==> src/rtl/fp32_pkg.sv <==
// Shared constants, operand classification and unpack helper for the
// single-precision multiplier pipeline.
package fp32_pkg;

  localparam int unsigned EXP_W  = 8;
  localparam int unsigned MAN_W  = 23;
  localparam int unsigned SIG_W  = MAN_W + 1;
  localparam int unsigned PROD_W = 2 * SIG_W;
  localparam int unsigned EEXP_W = 10;

  localparam int          EXP_BIAS = 127;
  localparam int          EXP_MAX  = 255;
  localparam logic [31:0] QNAN     = 32'h7FC0_0001;

  typedef enum logic [1:0] {
    CLS_ZERO,
    CLS_NORM,
    CLS_INF,
    CLS_NAN
  } fp_cls_e;

  typedef struct packed {
    logic             sign;
    fp_cls_e          cls;
    logic [EXP_W-1:0] exp;
    logic [SIG_W-1:0] sig;
  } fp_unp_t;

  // Exponent-0 encodings (zero and subnormal) collapse to signed zero.
  function automatic fp_unp_t fp_unpack(input logic [31:0] x);
    fp_unp_t u;
    u.sign = x[31];
    u.exp  = x[30:23];
    u.sig  = {1'b1, x[22:0]};
    if (x[30:23] == '0)
      u.cls = CLS_ZERO;
    else if (x[30:23] == '1)
      u.cls = (x[22:0] == '0) ? CLS_INF : CLS_NAN;
    else
      u.cls = CLS_NORM;
    return u;
  endfunction

endpackage

==> src/rtl/fp32_mul_round.sv <==
// Normalize a 48-bit significand product and round to nearest, ties to even.
module fp32_mul_round
  import fp32_pkg::*;
(
  input  logic [PROD_W-1:0]        prod_i,
  input  logic signed [EEXP_W-1:0] exp_i,
  output logic [MAN_W-1:0]         man_o,
  output logic signed [EEXP_W-1:0] exp_o,
  output logic                     carry_o
);

  logic [MAN_W-1:0]         mant;
  logic                     guard;
  logic                     sticky;
  logic                     round_up;
  logic [SIG_W-1:0]         sum;
  logic signed [EEXP_W-1:0] exp_n;

  always_comb begin
    if (prod_i[PROD_W-1]) begin
      mant   = prod_i[46:24];
      guard  = prod_i[23];
      sticky = |prod_i[22:0];
      exp_n  = exp_i + 10'sd1;
    end else begin
      mant   = prod_i[45:23];
      guard  = prod_i[22];
      sticky = |prod_i[21:0];
      exp_n  = exp_i;
    end
    round_up = guard & (sticky | mant[0]);
    sum      = {1'b0, mant} + SIG_W'(round_up);
    // A carry out means the rounded significand is exactly 2.0: fraction is zero.
    carry_o  = sum[SIG_W-1];
    man_o    = sum[MAN_W-1:0];
    exp_o    = carry_o ? exp_n + 10'sd1 : exp_n;
  end

endmodule

==> src/rtl/fp32_mul_pipe.sv <==
// Three-stage IEEE-754 single-precision multiplier with a single global
// advance enable; output register doubles as the result holding stage.
module fp32_mul_pipe
  import fp32_pkg::*;
(
  input  logic        clk,
  input  logic        rst_n,
  input  logic        in_valid,
  output logic        in_ready,
  input  logic [31:0] a,
  input  logic [31:0] b,
  output logic        out_valid,
  input  logic        out_ready,
  output logic [31:0] result,
  output logic        overflow,
  output logic        underflow
);

  localparam logic signed [EEXP_W-1:0] EXP_MAX_S = EEXP_W'(EXP_MAX);

  logic adv;

  fp_unp_t                  ua, ub;
  fp_cls_e                  cls1_d;
  logic signed [EEXP_W-1:0] exp1_d;
  logic [PROD_W-1:0]        prod1_d;

  logic                     v1_q, sign1_q;
  fp_cls_e                  cls1_q;
  logic signed [EEXP_W-1:0] exp1_q;
  logic [PROD_W-1:0]        prod1_q;

  logic [MAN_W-1:0]         rnd_man;
  logic signed [EEXP_W-1:0] rnd_exp;
  logic                     rnd_carry;

  logic                     v2_q, sign2_q;
  fp_cls_e                  cls2_q;
  logic signed [EEXP_W-1:0] exp2_q;
  logic [MAN_W-1:0]         man2_d, man2_q;

  logic [31:0] result_d, result_q;
  logic        ovf_d, ovf_q, unf_d, unf_q, out_valid_q;

  assign adv      = !out_valid_q || out_ready;
  assign in_ready = adv;

  // S1: classify, exponent sum, significand product
  always_comb begin
    ua      = fp_unpack(a);
    ub      = fp_unpack(b);
    exp1_d  = EEXP_W'(ua.exp) + EEXP_W'(ub.exp) - EEXP_W'(EXP_BIAS);
    prod1_d = PROD_W'(ua.sig) * PROD_W'(ub.sig);
    if (ua.cls == CLS_NAN || ub.cls == CLS_NAN)
      cls1_d = CLS_NAN;
    else if ((ua.cls == CLS_INF && ub.cls == CLS_ZERO) ||
             (ub.cls == CLS_INF && ua.cls == CLS_ZERO))
      cls1_d = CLS_NAN;
    else if (ua.cls == CLS_INF || ub.cls == CLS_INF)
      cls1_d = CLS_INF;
    else if (ua.cls == CLS_ZERO || ub.cls == CLS_ZERO)
      cls1_d = CLS_ZERO;
    else
      cls1_d = CLS_NORM;
  end

  // S2: normalize and round
  fp32_mul_round u_round (
    .prod_i  (prod1_q),
    .exp_i   (exp1_q),
    .man_o   (rnd_man),
    .exp_o   (rnd_exp),
    .carry_o (rnd_carry)
  );

  assign man2_d = rnd_carry ? '0 : rnd_man;

  // S3: pack with saturation / flush
  always_comb begin
    result_d = '0;
    ovf_d    = 1'b0;
    unf_d    = 1'b0;
    unique case (cls2_q)
      CLS_NAN:  result_d = QNAN;
      CLS_INF:  result_d = {sign2_q, 8'hFF, 23'd0};
      CLS_ZERO: result_d = {sign2_q, 31'd0};
      default: begin
        if (exp2_q >= EXP_MAX_S) begin
          result_d = {sign2_q, 8'hFF, 23'd0};
          ovf_d    = 1'b1;
        end else if (exp2_q <= 10'sd0) begin
          result_d = {sign2_q, 31'd0};
          unf_d    = 1'b1;
        end else begin
          result_d = {sign2_q, exp2_q[EXP_W-1:0], man2_q};
        end
      end
    endcase
  end

  always_ff @(posedge clk or negedge rst_n) begin
    if (!rst_n) begin
      v1_q        <= 1'b0;
      v2_q        <= 1'b0;
      out_valid_q <= 1'b0;
      result_q    <= '0;
      ovf_q       <= 1'b0;
      unf_q       <= 1'b0;
    end else if (adv) begin
      v1_q        <= in_valid;
      v2_q        <= v1_q;
      out_valid_q <= v2_q;
      if (v2_q) begin
        result_q <= result_d;
        ovf_q    <= ovf_d;
        unf_q    <= unf_d;
      end
    end
  end

  always_ff @(posedge clk) begin
    if (adv) begin
      sign1_q <= ua.sign ^ ub.sign;
      cls1_q  <= cls1_d;
      exp1_q  <= exp1_d;
      prod1_q <= prod1_d;
      sign2_q <= sign1_q;
      cls2_q  <= cls1_q;
      exp2_q  <= rnd_exp;
      man2_q  <= man2_d;
    end
  end

  assign out_valid = out_valid_q;
  assign result    = result_q;
  assign overflow  = ovf_q;
  assign underflow = unf_q;

endmodule

==> config.mk <==
export PLATFORM = sky130hd
export DESIGN_NAME = fp32_mul_pipe
export DESIGN_NICKNAME = d
export VERILOG_FILES = /design/src/rtl/fp32_pkg.sv /design/src/rtl/fp32_mul_round.sv /design/src/rtl/fp32_mul_pipe.sv
export SDC_FILE = /design/constraint.sdc
export NUM_CORES = 2
export LEC_CHECK = 0
export CORE_AREA = 3 3 209 211
export CTS_CLUSTER_DIAMETER = 100
export CTS_CLUSTER_SIZE = 28
export DETAILED_ROUTE_END_ITERATION = 12
export DIE_AREA = 0 0 212 214
export DONT_BUFFER_PORTS = 1
export MAX_ROUTING_LAYER = met4
export PLACE_DENSITY = 0.91
export SYNTH_ARGS = -nofsm -noshare
export SYNTH_HDL_FRONTEND = slang
export SYNTH_HIERARCHICAL = 1
export SYNTH_SLANG_ARGS = --single-unit
==> constraint.sdc <==
create_clock -name clk -period 4.35 [get_ports clk]
set_clock_uncertainty 0.2 [all_clocks]
set_input_delay 0.435 -clock clk [delete_from_list [all_inputs] [get_ports clk]]
set_output_delay 0.435 -clock clk [all_outputs]
set_load 0.02 [all_outputs]
# After elaboration in Yosys (flattened, before gate mapping)
# Index checks and enable logic that the tools add are counted.
# word_totals
input_bits	68
mem_bits_ro	0
mem_bits_rw	0
output_inout_bits	36
mem_count	0
ff_bits	134
latchBits	0
# classes
div_mod_pow	0
n_reduce_logical	21
mux	21
addsub	5
shifts	0
bitwise	3
eq_ne	8
mul	1
n_lt_le_gt_ge	2
# op_table
operator	n
$pmux 32 s3	1
$mux 31	2
$mul 24x24->48	1
$logic_not 23->1	2
$add 23x1->24	1
$mux 23	1
$reduce_or 23->1	1
$reduce_or 22->1	1
$add 10x2->10 const B	2
$mux 10	2
$eq 8x8->1 const B	2
$logic_not 8->1	2
$eq 2x2->1 const B	6
$mux 1	11
$ge 10x9->1 const B	1
$le 10x1->1 const B	1
$sub 9x7->10 const B	1
$add 8x8->9	1
$mux 2	4
$logic_not 2->1	3
$reduce_or 3->1	2
$logic_or 1x1->1	5
$logic_and 1x1->1	2
$reduce_and 2->1	1
5 further kinds	5

# Longest topological paths before layout
# logic_depth
ltp_word	8
depth_mapped	27

# Cells and area by module
# Netlist, hierarchy kept.
# by_module_without_submodules
module	instances	area_per_inst_um2	cells_each
fp32_mul_pipe	1	23837.9	2453
fp32_mul_round	1	1605.3	231

# Least setup slack after synthesis
# Ideal clock, no wire load.
# synth_timing
kind	in2reg
startpoint	in b[3]
endpoint	reg prod1_q[45], data pin
setup_slack_ns	-2.712
n_path_buf	1
arrival_time_ns	6.602
path_stages	25
t_required_ns	3.890
setup_time_ns	0.260
path_cell_list	clkbuf_1 > nand2_1 > fa_1 > inv_1 > fa_1 > inv_1 > fa_1 > inv_1 > fa_1 > inv_1 > fa_1 > inv_1 > fa_1 > inv_1 > fa_1 > inv_1 > ha_1 > a21o_1 > o2111ai_1 > a31oi_2 > o31ai_4 > o2111ai_2 > a221o_2 > a221oi_2 > xnor2_1
# synth_via
elab_chain_cells	1
# synth_rtl
element	line_no	source
from (decl)	fp32_mul_pipe.sv:11	input logic [31:0] b,
$mul 24x24->48	fp32_mul_pipe.sv:53	prod1_d = PROD_W'(ua.sig) * PROD_W'(ub.sig);
named net prod1_d[45]	fp32_mul_pipe.sv:26	logic [PROD_W-1:0] prod1_d;
to (signal assigned)	fp32_mul_pipe.sv:126	prod1_q <= prod1_d;
to (decl)	fp32_mul_pipe.sv:31	logic [PROD_W-1:0] prod1_q;
# The timed path passes the listed nets, and every way through them passes these cells.
# A chain may end at the register's enable or synchronous reset.

# Worst setup path in the final report
# layout_timing
startpoint	in a[16]
endpoint	reg prod1_q[45], data pin
# layout_via
elab_chain_cells	1
# layout_rtl
element	line_no	source
from (decl)	fp32_mul_pipe.sv:10	input logic [31:0] a,
$mul 24x24->48	fp32_mul_pipe.sv:53	
named net prod1_d[45]	fp32_mul_pipe.sv:26	
# The timed path passes the listed nets, and every way through them passes these cells.

==> results.ini <==
[outcome]
status = finished with violations
violations = setup timing

[cells_and_area]
drive_gt1_frac = 0.154
stdcell_area_sq_um = 28800
diodes = 0
fillers = 2897
multi_input_area_sq_um = 19800
area_delta_synth_final_pct = 13.3
regArea_sq_um = 3840
layout.nets = 3520

[floorplan]
fp-row-count = 75
ioPinCount = 104
die_w_um = 212
core-area_sq_um = 41900
die_h_um = 214
start_util = 0.607
die_area_sq_um = 45400

[worst_setup_path]
startpoint_type = primary input
worst_ep_arrival_time_ns = 6.49
path_class = in2reg
path_max_fanout = 25
worst-endpoint-required_ns = 4.31
end_kind = flop

[synth]
synthFlopType = edfxtp_1
yosys_warnings = 6
synth_fa_ha_area_frac = 0.474
ys_async_sr_fraction = 0.276
netlist_instances = 2684
yosysMostFrequentCell = inv_1
synth.avg_cell_area_sq_um = 9.48
ys_ff_latch = 134
synth-xor-area-share = 0.0351
synth_top_cell_by_area = fa_1
synthTopCellsByArea = fa_1 38%, edfxtp_1 11%, ha_1 9.4%, inv_1 8.5%, and2_1 6.4%
synth_compound_area_frac = 0.0581
ys_seq_area_frac = 0.151
synth.distinct_cells = 81
netlist_area_sq_um = 25400
synth_enable_flop_cells = 97
muxShareOfSynthArea = 0.0119
synth_top_area_frac = 0.380
synth-simple-area-share = 0.166
synthesis.nets = 3426
synth_common_cells = 576 x inv_1, 483 x fa_1, 322 x nand2_1
synth_top_family_by_area = adder cells

[timing]
finalMaxSlewViolations = 0
clock.fmax_mhz = 153
rsz0062_at_grt = true
fin_setup_tns_ns = -62.54
finalHoldViolCount = 0
relSlewSlack = 0.0966
setup_slack_ns = -2.18
finalCritPeriodShare = 1.50
finalSetupViolations = 39
fin_crit_ns = 6.53
tightest_slew_ns = 1.35

[placed_design]
gp_congestion = 0.955
place_hpwl_um = 53000
placed_cell_area_sq_um = 27400
portBuffers = 0

[cts]
cts_tree = done
clk_latency_ns = 0.42
root_buffer = clkbuf_16
cts_made_buffers = 17
h-tree-depth = 4
clockBufferDepth = 2
clkTransAtPathRegs_ns = 0.07
cts.sinks = 134

[global_route]
grt_overflow = 0
grt_pass1_wl_um = 112000
grt_max_degree = 97
grtUsageTotal = 0.326
antenna_found_initial = 0
first_global_vias = 21200

[flow_run]
drv_cap = 0

[route]
drc_errors = 0
dr.pass1.iters = 5
wl_per_cell_um = 21.3
drt_iter0_drc = 1556
postRouteWirelength_um = 70900
viasPerCell = 5.84
routed-via-count = 19500
detail-route-antenna-nets = 0

[hold_path]
hp-class = in2reg

## layer usage
| layer | global-route usage | wire length [um] |
|---|---|---|
| met1 | 0.409 | 26700 |
| met2 | 0.524 | 34100 |
| met3 | 0.0729 | 7430 |
| met4 | 0.114 | 2710 |
| met5 | - | 0 |
## sequential cells by signal, summed over array words and instances (netlist names)
| register | cells |
|---|---|
| cls1_q | 2 |
| cls2_q | 2 |
| exp1_q | 10 |
| exp2_q | 10 |
| man2_q | 23 |
| out_valid | 1 |
| overflow | 1 |
| prod1_q | 48 |
| result | 32 |
| sign1_q | 1 |
| sign2_q | 1 |
| underflow | 1 |
| v1_q | 1 |
| v2_q | 1 |
## critical path, cell delays in order
cell	delay (ns)
and2_4	0.15
fa_1	0.51
fa_1	0.52
inv_1	0.06
fa_2	0.48
fa_1	0.51
inv_1	0.06
fa_1	0.50
fa_1	0.49
inv_1	0.06
fa_1	0.49
inv_1	0.07
ha_4	0.23
a21o_1	0.17
a21oi_2	0.16
or2b_4	0.14
o211ai_1	0.15
o31ai_4	0.36
o2111ai_2	0.15
a221o_2	0.39
a221oi_2	0.26
xnor2_1	0.12
## what timing repair did
| action | CTS | global route |
|---|---|---|
| hold buffers | 3 | 0 |
| gates cloned | 0 | 0 |
| setup buffers | 19 | 17 |
| setup endpoints to repair | 39 | 39 |
| resized for setup | 81 | 67 |
| pin swaps | 62 | 39 |
| endpoints found under the hold margin | 38 | 0 |
## layout by cell type (no fill, tap or decap), types with 29 or more instances in the layout
cell type | synthesis | layout
nand2_1 | 322 | 313
inv_1 | 576 | 542
a21oi_1 | 59 | 38
xnor2_1 | 61 | 54
nor2b_1 | 29 | 29
o21ai_0 | 41 | 34
and2_1 | 260 | 246
buf_4 | 0 | 158
inv_2 | 0 | 29
edfxtp_1 | 97 | 97
nor2_1 | 99 | 87
xor2_1 | 41 | 40
fa_1 | 483 | 468
dfrtp_1 | 37 | 37
buf_6 | 0 | 35
ha_1 | 191 | 166
## per-stage QoR
stage	utilization	instances	hold WS, ns	setup WS, ns
detailed placement	0.652	3264	-0.0597	-2.63
global placement	0.652	3264	-0.0598	-2.50
finish	0.687	3330	0.0724	-2.18
CTS	0.679	3318	0.0554	-2.13
floorplan	-	2684	-0.0606	-2.46
global route	0.687	3330	0.0539	-2.31
## cell type report
class                      count  share of cell area
clock buffer                  19              0.0165
clock inverter                13             0.00490
inverter                     579              0.0767
multi-input combinational   1849               0.688
sequential                   134               0.133
tap                          539              0.0234
timing repair buffer         197              0.0569
## logic make-up after synthesis
family          after synthesis
compound gates              210
xor+xnor                    102
fa+ha+maj                   674
buf+inv                     701
flops                       134
mux                          29
simple gates                834
## final timing paths
path                                       endpoint  slack, ns                     from  cells past startpoint
hold / removal                    sign1_q$_DFFE_PN_       0.07                    a[31]                      1
max in group asynchronous    result[30]$_DFFE_PN0P_       3.50                    rst_n                      2
min in group asynchronous     result[7]$_DFFE_PN0P_       0.27                    rst_n                      2
setup reg to reg           man2_q[22]$_SDFFCE_PP0N_       1.31    prod1_q[47]$_DFFE_PN_                     10
setup / recovery              prod1_q[45]$_DFFE_PN_      -2.18                    a[16]                     22
hold reg to reg                 cls2_q[1]$_DFFE_PN_       0.22  cls1_q[1]$_SDFFCE_PP1N_                      0
Power is left out: the tool's default activity adds up to more than one toggle a clock period on the data nets, which glitch-free logic cannot reach.
